### src/rtl/gated_frame_packer.sv
// Gated ADC frame packer: buffers sample sets in a FIFO while the gate is open and
// streams each set as 0xA5 + MSB-first channel bytes. FRAME_CHECKSUM_EN appends an XOR byte.
module gated_frame_packer #(
  parameter int NB_CHANNELS = 2,
  parameter int DATA_SIZE   = 14,
  parameter int DEPTH       = 16
) (
  input  logic                             i_clock,
  input  logic                             i_reset,
  input  logic                             i_gate,
  input  logic                             i_adc_init,
  input  logic [NB_CHANNELS*DATA_SIZE-1:0] i_data,
  input  logic                             i_tx_ready,
  output logic [7:0]                       o_tx_data,
  output logic                             o_tx_send,
  output logic                             o_overflow,
  output logic                             o_busy
);
  localparam int SET_W = NB_CHANNELS * DATA_SIZE;
  localparam int AW    = $clog2(DEPTH);
  localparam int BPS   = (DATA_SIZE + 7) / 8;
  localparam int SW    = BPS * 8;
  localparam int PL_W  = NB_CHANNELS * SW;
`ifdef FRAME_CHECKSUM_EN
  localparam int NB_BYTES = NB_CHANNELS * BPS + 1;
`else
  localparam int NB_BYTES = NB_CHANNELS * BPS;
`endif
  localparam int CW = $clog2(NB_BYTES + 1);

  localparam logic [7:0]    SYNC      = 8'hA5;
  localparam logic [AW:0]   PTR_ONE   = 1;
  localparam logic [CW-1:0] LEFT_ONE  = 1;
  localparam logic [CW-1:0] LEFT_INIT = CW'(NB_BYTES);

  localparam logic [2:0] IDLE      = 3'd0;
  localparam logic [2:0] LOAD      = 3'd1;
  localparam logic [2:0] SEND      = 3'd2;
  localparam logic [2:0] WAIT_BUSY = 3'd3;
  localparam logic [2:0] WAIT_DONE = 3'd4;
  localparam logic [2:0] NEXT      = 3'd5;

  logic [SET_W-1:0] mem [DEPTH];
  logic [AW:0]      wr_ptr_q, rd_ptr_q;
  logic             fifo_empty, fifo_full, push_req, push, pop, drop;
  logic             gate_q, gate_rise, overflow_q;
  logic [2:0]       state_q, state_d;
  logic [7:0]       tx_data_q, tx_data_d;
  logic             tx_send_q, tx_send_d;
  logic [PL_W-1:0]  sr_q, sr_d, payload;
  logic [CW-1:0]    left_q, left_d;
`ifdef FRAME_CHECKSUM_EN
  logic [7:0]       csum_q, csum_d;
`endif

  // The extra pointer bit tells a full FIFO (MSBs differ) from an empty one.
  assign fifo_empty = (wr_ptr_q == rd_ptr_q);
  assign fifo_full  = (wr_ptr_q[AW] != rd_ptr_q[AW]) &&
                      (wr_ptr_q[AW-1:0] == rd_ptr_q[AW-1:0]);
  assign push_req   = i_gate & i_adc_init;
  assign pop        = (state_q == LOAD);
  assign push       = push_req & (~fifo_full | pop);
  assign drop       = push_req & fifo_full & ~pop;
  assign gate_rise  = i_gate & ~gate_q;

  // NOTE: sample storage has no reset; only the pointers define validity.
  always_ff @(posedge i_clock) begin
    if (push) mem[wr_ptr_q[AW-1:0]] <= i_data;
  end

  always_comb begin
    payload = '0;
    for (int c = 0; c < NB_CHANNELS; c++) begin
      payload[PL_W - (c + 1) * SW +: SW] = SW'(mem[rd_ptr_q[AW-1:0]][c * DATA_SIZE +: DATA_SIZE]);
    end
  end

  // NOTE: every always_comb output gets a default first so no latch is inferred.
  always_comb begin
    state_d   = state_q;
    tx_send_d = 1'b0;
    tx_data_d = tx_data_q;
    sr_d      = sr_q;
    left_d    = left_q;
`ifdef FRAME_CHECKSUM_EN
    csum_d    = csum_q;
`endif
    case (state_q)
      IDLE: if (!fifo_empty) state_d = LOAD;
      LOAD: begin
        sr_d      = payload;
        tx_data_d = SYNC;
        left_d    = LEFT_INIT;
`ifdef FRAME_CHECKSUM_EN
        csum_d    = '0;
`endif
        state_d   = SEND;
      end
      SEND: if (i_tx_ready) begin
        tx_send_d = 1'b1;
        state_d   = WAIT_BUSY;
      end
      WAIT_BUSY: if (!i_tx_ready) state_d = WAIT_DONE;
      WAIT_DONE: if (i_tx_ready) state_d = NEXT;
      NEXT: begin
        if (left_q == '0) begin
          state_d = fifo_empty ? IDLE : LOAD;
        end else begin
          left_d  = left_q - LEFT_ONE;
          state_d = SEND;
`ifdef FRAME_CHECKSUM_EN
          if (left_q == LEFT_ONE) begin
            tx_data_d = csum_q;
          end else begin
            tx_data_d = sr_q[PL_W-1 -: 8];
            csum_d    = csum_q ^ sr_q[PL_W-1 -: 8];
            sr_d      = sr_q << 8;
          end
`else
          tx_data_d = sr_q[PL_W-1 -: 8];
          sr_d      = sr_q << 8;
`endif
        end
      end
      default: state_d = IDLE;
    endcase
  end

  // NOTE: sequential state uses non-blocking assignments only.
  always_ff @(posedge i_clock or posedge i_reset) begin
    if (i_reset) begin
      state_q    <= IDLE;
      wr_ptr_q   <= '0;
      rd_ptr_q   <= '0;
      gate_q     <= 1'b0;
      overflow_q <= 1'b0;
      tx_data_q  <= '0;
      tx_send_q  <= 1'b0;
      sr_q       <= '0;
      left_q     <= '0;
`ifdef FRAME_CHECKSUM_EN
      csum_q     <= '0;
`endif
    end else begin
      state_q    <= state_d;
      gate_q     <= i_gate;
      overflow_q <= (gate_rise ? 1'b0 : overflow_q) | drop;
      tx_data_q  <= tx_data_d;
      tx_send_q  <= tx_send_d;
      sr_q       <= sr_d;
      left_q     <= left_d;
`ifdef FRAME_CHECKSUM_EN
      csum_q     <= csum_d;
`endif
      if (push) wr_ptr_q <= wr_ptr_q + PTR_ONE;
      if (pop)  rd_ptr_q <= rd_ptr_q + PTR_ONE;
    end
  end

  assign o_tx_data  = tx_data_q;
  assign o_tx_send  = tx_send_q;
  assign o_overflow = overflow_q;
  assign o_busy     = (state_q != IDLE) | ~fifo_empty;

endmodule

### config.mk
export PLATFORM = sky130hd
export DESIGN_NAME = gated_frame_packer
export DESIGN_NICKNAME = d
export VERILOG_FILES = /design/src/rtl/gated_frame_packer.sv
export SDC_FILE = /design/constraint.sdc
export NUM_CORES = 1
export LEC_CHECK = 0
export ABC_AREA = 1
export ABC_CLOCK_PERIOD_IN_PS = 8450
export CORE_ASPECT_RATIO = 1.5
export CORE_MARGIN = 2
export CORE_UTILIZATION = 55
export DETAILED_ROUTE_END_ITERATION = 10
export GPL_TIMING_DRIVEN = 0
export HOLD_SLACK_MARGIN = 0.02
export PLACE_DENSITY_LB_ADDON = 0.12
export SLEW_MARGIN = 20
export SYNTH_ARGS = -nofsm -noshare
export SYNTH_HDL_FRONTEND = slang
export SYNTH_SLANG_ARGS = --single-unit
### constraint.sdc
create_clock -name i_clock -period 8.45 [get_ports i_clock]
set_clock_uncertainty 0.2 [all_clocks]
set_input_delay 1.69 -clock i_clock [delete_from_list [all_inputs] [get_ports i_clock]]
set_output_delay 1.69 -clock i_clock [all_outputs]
set_load 0.01 [all_outputs]
==> results.cfg, run 1 <==
[yosys]
syn_inst = 2141
synth_edf_count = 448
synthDistinctLibCells = 33
synth_simple_gate_area_share_pct = 21.7
yosys.area.top_type_share_pct = 61.6
async_reset_ff_share_pct = 11.6
yosysTopAreaCell = edfxtp_1
synth_compound_area_share_pct = 1.32
synth_area_per_cell_um2 = 10.2
synth_xor_area_share_pct = 0.361
syn-num-nets = 2181
synth-seq-area-share_pct = 68.4
synth_common_cells = nand2_1, edfxtp_1, inv_1
ys.flop_type = edfxtp_1
ys_top_cells_by_area = edfxtp_1, nand2_1, dfrtp_1, nand3_1, inv_1
yosysWarnings = 0
synthMuxAreaShare_pct = 0
synth_top_family_by_area = simple AND/OR/NAND/NOR gates
syn_area_um2 = 21800
ys_ff_latch = 507
synth_adder_area_share_pct = 0.401
synth.most_common_cell = nand2_1

[routing]
via_per_inst = 5.39
drt_iter0_drc = 1526
drc_errors = 0
wire_per_inst_um = 20.8
ant_nets = 0
vias = 15000
dr.pass1.iters = 7
drt-total-wl_mm = 57.9

[finish]
fin_area_um2 = 24900
multi_input_area_um2 = 5320
drive_gt1_share_pct = 7.65
fin_nets = 2290
regArea_um2 = 14900
synthToLayoutAreaGrowth_pct = 13.8
fin_util_pct = 63.4
diodes = 0
n_fill_cell = 3106

[cts]
cts_hold_buffers = 0
cts_made_buffers = 47
clkLatencyLatePin_ns = 0.56
clk_pin_slew_ns = 0.06
numClockSinks = 507
clockRootBuffer = clkbuf_16
postCtsSetupBuffers = 0
cts-resized-gates = 0
h-tree-depth = 2
cts_buffer_depth = 3
cts_tree = yes

[setup_path]
worst-path-max-fanout = 6
worstSetupStartpointType = flip-flop
arrival_ns = 2.81
path_class = flip-flop to output port
endpoint_kind = output port
critical_path_required_ns = 6.56
reg2reg_setup_slack_ns = 5.50

[power_and_ir_drop]
irDropWorstVdd_uv = 212
pwr_density_cell_nw_per_um2 = 325
power.static_leakage_nw = 10.7

[timing]
timing.fmax_ghz = 0.213
finalSetupViolations = 0
slew_headroom_pct = 32.8
hold_viol = 0
setup_tns_ns = 0
fin_crit_sh_pct = 55.6
rsz0062_at_grt = false
fin_crit_ns = 4.70
worst_pin_slew_ns = 1.01
slew_viol_final = 0
hold-worst-slack_ns = 0.287

[placed_design]
portBuffers = 43
place_area_um2 = 23400
dp_hpwl_mm = 40.0
gp_congestion = 0.865

[global_routing]
antenna_found_initial = 0
track_usage_pct = 28.4
grt_max_degree = 46
grt_pass1_wl_mm = 87.0
grt_pass1_vias = 14800
grt-ovfl-total = 0

[run]
cap_violations = 0

[outcome]
status = finished, final reports clean

[floorplanning]
rows = 89
die_x_um = 167
start_util_pct = 55.7
pin_count = 44
dieArea_um2 = 41300
core_area_um2 = 39200
die_h_um = 248

[hold_path]
hp-class = flip-flop to flip-flop
## power breakdown
| group | internal [W] | switching (W) |
|---|---|---|
| combinational | 0.000845 | 0.00213 |
| clock | 0.00113 | 0.000898 |
| sequential | 0.00297 | 0.000109 |
## worst max-delay path: stages, from the launching register on
cell	delay, ns
dfrtp_1	0.32
clkbuf_1	0.40
inv_1	0.15
nand2_1	0.09
nand2_1	0.04
nor2_1	0.18
nand3_1	0.30
nor2_1	0.25
inv_1	0.05
clkdlybuf4s50_1	0.47
## layer usage
layer / GRT usage, % / part of all wire, % / vias up / wire (µm)
met2: 52.7 / 52 / 597 / 30400
li1: - / - / 7104 / -
met5: 0 / 0 / - / 0
met4: 13.7 / 5.0 / 0 / 2880
met3: 3.56 / 6.1 / 169 / 3510
met1: 32.7 / 36 / 7147 / 21100
## cells in the final DEF, fill, tap and decap left out, types with 13 or more instances in the layout
master,n
o21ai_0,17
inv_1,314
nand2_1,739
clkbuf_1,48
nor2_1,88
nand3_1,290
clkdlybuf4s50_1,43
buf_2,47
edfxtp_1,448
clkinv_2,13
a21oi_1,22
clkbuf_16,49
dfrtp_1,59
nor2_4,17
## state kept, by name, summed over array words and instances, names as in the netlist, 3 cells and up
register / count
mem: 448
o_tx_data: 8
wr_ptr_q: 5
state_q: 3
sr_q: 32
rd_ptr_q: 5
left_q: 3
## cells by family after synthesis
group                      after synthesis
and+or+nand+nor                       1145
DFF                                    507
buffers and inverters                  421
AOI/OAI and AO/OA                       52
xor gates and xnor gates                 9
adders and majority gates                7
## path summary, 6_finish.rpt
check                            start            to  cells after the start
hold reg to reg               sr_q[11]      sr_q[11]                      2
setup / recovery           rd_ptr_q[2]        o_busy                      9
min in group asynchronous      i_reset  o_tx_data[0]                      2
setup reg to reg            state_q[1]    mem[5][26]                      7
hold / removal                sr_q[11]      sr_q[11]                      2
max in group asynchronous      i_reset   rd_ptr_q[4]                      3
## per-stage QoR
stage	power, W	setup slack (ns)	std cells
CTS	0.00808	3.83	2787
detailed placement	0.00605	4.44	2701
floorplan	0.00491	4.57	2141
global route	0.00847	3.66	2787
finish	0.00808	3.75	2787
global placement	0.00595	2.49	2684
## area by class of cell
type	count	area share (%)
flip-flops and latches	507	60.1
multi-input cells	1213	21.4
clock buffers	62	5.17
inverters	318	4.81
repair buffers	60	3.28
well taps	500	2.52
plain buffers	103	2.05
clock inverters	24	0.700
No activity file was read; power rests on OpenSTA's default activity.
==> run 2: changes to the inputs <==
ABC_CLOCK_PERIOD_IN_PS = 4200   (was 8450)
clock period = 4.2 ns   (was 8.45 ns; I/O delays follow)
==> results of run 2 <==
The final DEF is identical to that of run 1. Status: finished, final reports clean.
Among the figures that moved: setup slack after placement 4.44 ns -> 1.04 ns; setup slack after layout 3.75 ns -> 0.355 ns; register-to-register setup slack 5.50 ns -> 1.25 ns; total power 0.00808 W -> 0.0163 W; worst IR drop on VDD 212 µV -> 427 µV
==> run 3: changes to the inputs <==
ABC_CLOCK_PERIOD_IN_PS = 3150   (was 4200)
HOLD_SLACK_MARGIN = 0.08   (was 0.02)
clock period = 3.15 ns   (was 4.2 ns; I/O delays follow)
==> results.cfg, run 3 (same netlist as run 1, synthesis figures left out) <==
[outcome]
status = finished, final reports clean

[finish]
largest_reg_flops = 448
synthToLayoutAreaGrowth_pct = 14.1
multi_input_area_um2 = 5360
fin_util_pct = 63.6
diodes = 0
regArea_um2 = 14900
layout_commonest_cell = nand2_1
fin_area_um2 = 24900
final_cell_mix = nand2_1, edfxtp_1, inv_1, nand3_1, nor2_1
fin_nets = 2291
drive_gt1_share_pct = 8.09
n_fill_cell = 3101

[setup_path]
critical_path_required_ns = 3.21
crit_chain = nor3_4 -> nor2_2 -> nand3_2 -> nand2_4 -> buf_6 -> nor2_4 -> buf_12
worstSetupStartpointType = flip-flop
endpoint_kind = flip-flop
cp_slowest_cell = nor3_4
critical-path-max-stage-delay_ns = 0.64
reg2reg_depth = 7
path_class = flip-flop to flip-flop
worst-path-max-fanout = 18
arrival_ns = 2.99

[cts]
clockRootBuffer = clkbuf_16
cts_made_buffers = 47
cts_hold_buffers = 0
cts_buffer_depth = 3
cts_tree = yes
clkLatencyLatePin_ns = 0.56
clk_pin_slew_ns = 0.06
numClockSinks = 507
h-tree-depth = 2

[timing]
hold_viol = 0
rsz0062_at_grt = false
slew_viol_final = 0
fin_crit_sh_pct = 93.2
worst_pin_slew_ns = 0.972
timing.fmax_ghz = 0.341
finalSetupViolations = 0
slew_headroom_pct = 35.2
fin_crit_ns = 2.94

[floorplanning]
die_x_um = 167
rows = 89
die_h_um = 248
core_area_um2 = 39200
pin_count = 44
start_util_pct = 55.7
dieArea_um2 = 41300

[routing]
highest_layer = met4
met1_length_mm = 20.9
dr.pass1.iters = 6
drt_iter0_drc = 1427
drt-total-wl_mm = 57.9
wire_per_inst_um = 20.8
drc_errors = 0
ant_nets = 0
via_per_inst = 5.41
vias = 15100
wl_met3_mm = 3.79
wl_met2_mm = 30.2

[run]
cap_violations = 0

[global_routing]
antenna_found_initial = 0
grt_max_degree = 46
track_usage_pct = 28.4
grt-ovfl-total = 0
grt_pass1_wl_mm = 87.1
grt_pass1_vias = 14800

[placed_design]
portBuffers = 43
place_area_um2 = 23400
gp_congestion = 0.865
dp_hpwl_mm = 40.0

[power_and_ir_drop]
power.static_leakage_nw = 10.7
totalPowerFinal_w = 0.0218
irDropWorstVdd_uv = 565
pwr_density_cell_nw_per_um2 = 874

[hold_path]
hp-class = input port to asynchronous set/reset pin
## run 3: changes by cell type in the layout (fill, tap and decap cells not counted), sizes merged
cell	before	now
clkbuf	98	97
clkdlybuf4s50	43	42
dlymetal6s2s	0	1
buf	84	86
## run 3: worst paths after layout
check,end,from,slack [ns]
min in group i_clock,sr_q[25],sr_q[25],0.29
worst min register to register,sr_q[25],sr_q[25],0.29
max in group asynchronous,wr_ptr_q[3],i_reset,2.05
worst max-delay path,mem[5][26],state_q[1],0.21
worst max register to register,mem[5][26],state_q[1],0.21
worst min-delay path,o_tx_data[0],i_reset,0.16
## run 3: through the flow
| step | TNS, ns | hold slack, ns | worst slack, ns | instances |
|---|---|---|---|---|
| after floorplan | 0 | 0.249 | 0.122 | 2141 |
| after detailed placement | 0 | 0.267 | 0.197 | 2701 |
| after global placement | -712.18 | 0.264 | -1.76 | 2684 |
| after CTS | 0 | 0.153 | 0.0255 | 2786 |
| after global routing | 0 | 0.180 | 0.179 | 2788 |
| final | 0 | 0.158 | 0.214 | 2788 |
## run 3: power by group
| group | switching, W | leakage (nW) | internal [W] |
|---|---|---|---|
| registers | 0.000318 | 4.77 | 0.00796 |
| clock network | 0.00241 | 0.721 | 0.00304 |
| logic | 0.00574 | 5.20 | 0.00231 |
| total | 0.00847 | 10.7 | 0.0133 |
## run 3: per-layer routing
metal  vias to the layer above  GRT usage [%]
li1                       7113              -
met1                      7144           32.6
met2                       640           52.8
met3                       187           3.59
met4                         0           13.6
met5                         -              0
## run 3: repair_timing
action,4_1_cts,5_1_grt
endpoints found under the setup margin,1,1
pin swaps,0,2
resized for setup,9,6
setup buffers,0,2
## run 3: layout make-up
cell class	instances	share of cell area (%)
Sequential cell	507	59.9
Timing Repair Buffer	62	3.34
Tap cell	500	2.51
Clock buffer	62	5.16
Multi-Input combinational cell	1213	21.5
Inverter	318	4.80
Buffer	102	2.05
Clock inverter	24	0.698
## run 3: critical path: cells and delay by family, from the launching register on
| kind | cells | cell delay (ns) |
|---|---|---|
| buf+inv | 2 | 0.44 |
| flops | 1 | 0.47 |
| simple gates | 5 | 1.47 |
